## config.mk

```make
export PLATFORM = sky130hd
export DESIGN_NAME = pwm_generator
export DESIGN_NICKNAME = d
export VERILOG_FILES = /design/src/rtl/pwm_generator.sv
export SDC_FILE = /design/constraint.sdc
export NUM_CORES = 1
export LEC_CHECK = 0
export BUFFER_PORTS_ARGS = -buffer_cell sky130_fd_sc_hd__buf_2
export CAP_MARGIN = 5
export CORE_MARGIN = 2
export CORE_UTILIZATION = 54
export CTS_BUF_LIST = sky130_fd_sc_hd__clkbuf_4
export DETAILED_ROUTE_END_ITERATION = 8
export HOLD_SLACK_MARGIN = 0.06
export PLACE_DENSITY = 0.83
export SLEW_MARGIN = 10
export SYNTH_ARGS = -nofsm -noshare
export SYNTH_HDL_FRONTEND = slang
export SYNTH_SLANG_ARGS = --single-unit
```

## constraint.sdc

```tcl
create_clock -name aclk -period 5.8 [get_ports aclk]
set_input_delay 0.58 -clock aclk [delete_from_list [all_inputs] [get_ports aclk]]
set_output_delay 0.58 -clock aclk [all_outputs]
set_load 0.01 [all_outputs]
```

## src/rtl/pwm_generator.sv

```systemverilog
// ============================================================================
//  pwm_generator : free-running counter PWM source, pwm = (counter < comparator)
//  Rev 1.0
// ============================================================================
`default_nettype none

module pwm_generator #(
  parameter int counter_width = 32
) (
  input  logic                     aclk,
  input  logic                     resetn,
  input  logic [counter_width-1:0] period,
  input  logic [counter_width-1:0] comparator,
  output logic [counter_width-1:0] counter,
  output logic                     pwm
);

  logic [counter_width:0]   count_inc;
  logic [counter_width-1:0] next_count;

  // One extra bit keeps the wrap test correct for period = 0 and for max counts.
  always_comb begin
    count_inc  = {1'b0, counter} + (counter_width + 1)'(1);
    next_count = (count_inc >= {1'b0, period}) ? '0 : count_inc[counter_width-1:0];
  end

  always_ff @(posedge aclk or negedge resetn) begin
    if (!resetn) begin
      counter <= '0;
      pwm     <= 1'b0;
    end else begin
      counter <= next_count;
      pwm     <= (next_count < comparator);
    end
  end

endmodule

`default_nettype wire

```

==> results by stage <==
Clock tree:
- The number of clock buffers inserted by TritonCTS is 5.
- The count of clock tree sinks is 33.
- The maximum clock path buffer count is 2.
- TritonCTS built the clock tree.
- The clock latency of the later-clocked register in the worst-skew pair is 350 ps.
- The number of levels in the clock H-tree is 2.
- In this run, post-CTS hold repair placed 0 buffers.
- The cell chosen for the clock root is sky130_fd_sc_hd__clkbuf_4.
- The clock slew seen by the registers of the worst setup and hold paths is 100 ps.

Place:
- Buffers placed on the I/O ports in this run total 98.
- The routability-driven placement congestion ratio is 0.910.
- The wire-length estimate of the detail-placed layout is 6.92 mm.

Synth:
- By area the synthesized netlist is led by sky130_fd_sc_hd__dfrtp_1, sky130_fd_sc_hd__ha_1, sky130_fd_sc_hd__inv_1.
- The compound-cell area share of the yosys netlist is 10.4%.
- Counting distinct cell types in the post-synthesis netlist gives 39.
- Among all flip-flop cells after synthesis, the most frequent one is sky130_fd_sc_hd__dfrtp_1.
- The cell area that synthesis handed to floorplanning was 0.00325 mm2.
- The synthesized netlist devotes 24.6% of its cell area to adder and majority cells.
- The post-synthesis share of cell area spent on xor and xnor gates is 8.31%.
- The number of synthesized register bits is 33.
- In the synthesized netlist the async set-or-reset flop fraction comes to 100%.
- The post-synth net total is 504.
- The synthesized instance count is 374.
- Sequential cells were found to cover 25.4% of the synthesized design area.
- A synthesized cell averages 8.69 um2.
- The share of synthesized area spent on multiplexers is 0%.
- During synthesis, Yosys emitted a total of 0 warnings.
- The synthesized design contains 0 enable-type register cells.
- The area share of the leading cell type in the synthesized netlist is 25.4%.
- The largest family of logic cells by synthesized area is adder cells.
- The most area-hungry cell type in the Yosys netlist is sky130_fd_sc_hd__dfrtp_1.
- The synthesized netlist devotes 23.4% of its cell area to simple gates.

Worst setup path:
- The register-to-register setup slack is 550 ps.
- The type of destination of the critical path is a flop.
- STA classifies the critical path startpoint as a flop.
- The required time reported for the critical path endpoint is 6090 ps.
- The critical path in this run is classified as reg -> reg.
- Data on the critical path arrives at its endpoint at 5540 ps.
- Of all nets on the critical path, the largest fanout is 18.

STA:
- Static timing analysis puts the maximum clock frequency at 0.191 GHz.
- For the final database, setup skew stands at 5.31 ps.
- On the final layout, the worst hold slack is 290 ps.
- The final setup violation count is 0.
- The final critical path takes up 90.5% of the cycle.
- The worst-case headroom to the max-slew limit is 49.1%.
- The max-slew violation count is 0.
- Setup repair after global routing left no endpoint under its margin.
- In the final timing run, aggregate negative setup slack is 0 ps.
- At the pin with the least slew margin, the transition time is 764 ps.
- The time the worst path needs with I/O delays and setup is 5250 ps.
- The number of hold violations in the final report is 0.

GRT:
- The met3 demand-to-capacity share in global routing is 4.40%.
- The first global-routing pass estimated 13.4 mm of wire.
- The number of antenna violations at the first check in global routing is 0.
- Global routing used 44.6% of the available met2 tracks.
- The global routing stage identified its most utilized layer as met2.
- The number of global-route vias before repair came to 3007.
- The total overflow left after global routing is 0.
- In the global route stage, overall resource usage came out at 25.9%.
- The largest net degree at the start of global routing is 34.
- The met1 layer usage reported by global route is 32.6%.

Pwr:
- The peak supply drop is 0.0000577 V.
- The standby leakage power is 2.42 nW.
- The ratio of total power to cell area is 110 mW/mm2.

Cells and area:
- At the end of the flow, the number of nets in the layout was 608.
- 0 antenna diodes ended up in the layout.
- The share of layout cells above drive strength 1 is 24.7%.
- After filler insertion, the fill cell instance count of the layout stands at 509.
- The growth of design area from synthesis to finish is 19.5%.

Detailed routing:
- Summing over every cut layer, the via total after detailed routing is 3049.
- The post-route antenna net violation count is 0.
- Dividing the detail-routed wire length by the instance count gives 14.8 um.
- After the first detailed-routing iteration, the DRC count stood at 173.
- The detailed-route vias per instance is 5.51.
- After detailed routing, the number of remaining DRC violations is 0.
- Before antenna repair, the detailed router went through 5 iterations.
- After detailed routing, the total wire length is 8.17 mm.

Floorplan:
- Measured along the y axis, the die boundary spans 81.6 um.
- 99 I/O pins were placed.
- The die width is 81.6 um.
- In this run the core area contains 28 standard-cell rows.
- The floorplan step defined a core boundary enclosing 0.00589 mm2.
- The area of the die is 0.00666 mm2.
- The starting density of the core is 55.2%.

Hold path:
- The tightest min-delay check is of the in -> async type.

Flow run:
- Max-cap violations in this run came to 0.

Run status:
- The run finished with clean final reports.
-- timing repair --
action,4_1_cts,5_1_grt
setup endpoints to repair,0,1
buffers inserted,0,0
resized for setup,0,1
-- power by group --
group          switching, mW  leakage, nW  internal, mW  total, mW
Combinational         0.0358         1.95        0.0325     0.0682
Sequential        0.00000759        0.442         0.230      0.230
Clock                 0.0792       0.0292        0.0486      0.128
-- Yosys cell counts (2+ instances only) --
cell and n:
sky130_fd_sc_hd__a21o_1 8, sky130_fd_sc_hd__o21a_1 4, sky130_fd_sc_hd__a221oi_1 3, sky130_fd_sc_hd__and4_1 7, sky130_fd_sc_hd__nor3_1 3, sky130_fd_sc_hd__xnor2_1 18
sky130_fd_sc_hd__nor4_2 2, sky130_fd_sc_hd__a21oi_1 18, sky130_fd_sc_hd__a211oi_1 2, sky130_fd_sc_hd__inv_1 64, sky130_fd_sc_hd__nand4_1 10, sky130_fd_sc_hd__nor2_1 10
sky130_fd_sc_hd__or4_1 2, sky130_fd_sc_hd__nand3_1 14, sky130_fd_sc_hd__buf_2 3, sky130_fd_sc_hd__dfrtp_1 33, sky130_fd_sc_hd__nand2b_1 2, sky130_fd_sc_hd__and3_1 11
sky130_fd_sc_hd__o2111ai_1 3, sky130_fd_sc_hd__o21ai_0 10, sky130_fd_sc_hd__nor2b_1 30, sky130_fd_sc_hd__ha_1 64, sky130_fd_sc_hd__nand2_1 25, sky130_fd_sc_hd__nand4_2 3
sky130_fd_sc_hd__xor2_1 11
-- logic make-up (layout without fill, tap and decap cells) --
kind of cell / Yosys count / in the layout
XOR/XNOR: 30 / 30
AND/OR/NAND/NOR: 127 / 127
buffers and inverters: 67 / 171
adder cells (fa/ha/maj): 64 / 64
flip-flops: 33 / 33
AO/OA/AOI/OAI: 53 / 53
-- worst max-delay path, cell delays in order (launching register included) --
cell	delay (ps)
sky130_fd_sc_hd__dfrtp_1	490
sky130_fd_sc_hd__ha_1	270
sky130_fd_sc_hd__nand4_1	200
sky130_fd_sc_hd__nor4_2	420
sky130_fd_sc_hd__and2_2	260
sky130_fd_sc_hd__nand2_1	80
sky130_fd_sc_hd__xnor2_1	250
sky130_fd_sc_hd__ha_1	320
sky130_fd_sc_hd__nand4_1	130
sky130_fd_sc_hd__nor2_1	60
sky130_fd_sc_hd__a221oi_1	270
sky130_fd_sc_hd__nand3_1	130
sky130_fd_sc_hd__a21o_2	340
sky130_fd_sc_hd__buf_4	220
sky130_fd_sc_hd__nor2b_1	170
sky130_fd_sc_hd__ha_1	270
sky130_fd_sc_hd__a21o_1	170
sky130_fd_sc_hd__a211o_1	300
sky130_fd_sc_hd__a211oi_1	250
sky130_fd_sc_hd__nor3_1	90
sky130_fd_sc_hd__nor4bb_1	330
sky130_fd_sc_hd__o21a_1	170
-- flip-flops by register name, summed over array words and instances, names as in the netlist --
register / count
pwm: 1
counter: 32
-- cell type report --
cell class / instances / area [um2] / share of cell area [%]
Clock inverter: 1 / 3.75 / 0.0966
Multi-Input combinational cell: 274 / 2170 / 55.9
Tap cell: 75 / 93.8 / 2.42
Clock buffer: 6 / 45.0 / 1.16
Timing Repair Buffer: 100 / 505 / 13.0
Sequential cell: 33 / 826 / 21.3
Inverter: 64 / 240 / 6.18
-- layer usage --
metal	wire length [um]	vias up
met5	0	-
met4	227	0
met3	566	26
met2	3880	130
met1	3500	1388
li1	-	1505
-- layout by cell type, fill, tap and decap left out, types with 2 or more instances in the layout --
cell                        synthesis  final
sky130_fd_sc_hd__a211oi_1           2      2
sky130_fd_sc_hd__a21o_1             8      7
sky130_fd_sc_hd__a21oi_1           18     18
sky130_fd_sc_hd__a221oi_1           3      3
sky130_fd_sc_hd__and3_1            11     11
sky130_fd_sc_hd__and4_1             7      7
sky130_fd_sc_hd__buf_2              3     98
sky130_fd_sc_hd__buf_4              0      2
sky130_fd_sc_hd__clkbuf_4           0      6
sky130_fd_sc_hd__dfrtp_1           33     33
sky130_fd_sc_hd__ha_1              64     64
sky130_fd_sc_hd__inv_1             64     64
sky130_fd_sc_hd__nand2_1           25     25
sky130_fd_sc_hd__nand2b_1           2      2
sky130_fd_sc_hd__nand3_1           14     14
sky130_fd_sc_hd__nand4_1           10     10
sky130_fd_sc_hd__nand4_2            3      3
sky130_fd_sc_hd__nor2_1            10     10
sky130_fd_sc_hd__nor2b_1           30     30
sky130_fd_sc_hd__nor3_1             3      3
sky130_fd_sc_hd__nor4_2             2      2
sky130_fd_sc_hd__o2111ai_1          3      3
sky130_fd_sc_hd__o21a_1             4      4
sky130_fd_sc_hd__o21ai_0           10     10
sky130_fd_sc_hd__or4_1              2      2
sky130_fd_sc_hd__xnor2_1           18     18
sky130_fd_sc_hd__xor2_1            11     11
-- worst paths after layout --
kind,start,end,depth (start not counted)
max,counter[0],pwm,21
min,resetn,counter[5],1
max reg2reg,counter[0],pwm,21
min reg2reg,counter[0],counter[0],1
max in group asynchronous,resetn,counter[18],1
min in group aclk,counter[0],counter[0],1
-- metrics by stage --
stage | util [%] | total power, mW | instance area [um2] | setup slack [ps] | cells
final | 66.0 | 0.426 | 3880 | 553 | 553
after global routing | 66.0 | 0.447 | 3880 | 170 | 553
after CTS | 66.0 | 0.430 | 3880 | 446 | 553
after global placement | 65.2 | 0.301 | 3830 | 716 | 546
after floorplan | - | 0.267 | 3250 | 1240 | 374
after detailed placement | 65.2 | 0.303 | 3830 | 475 | 546
Note: power is estimated with default switching activity, not from simulation.
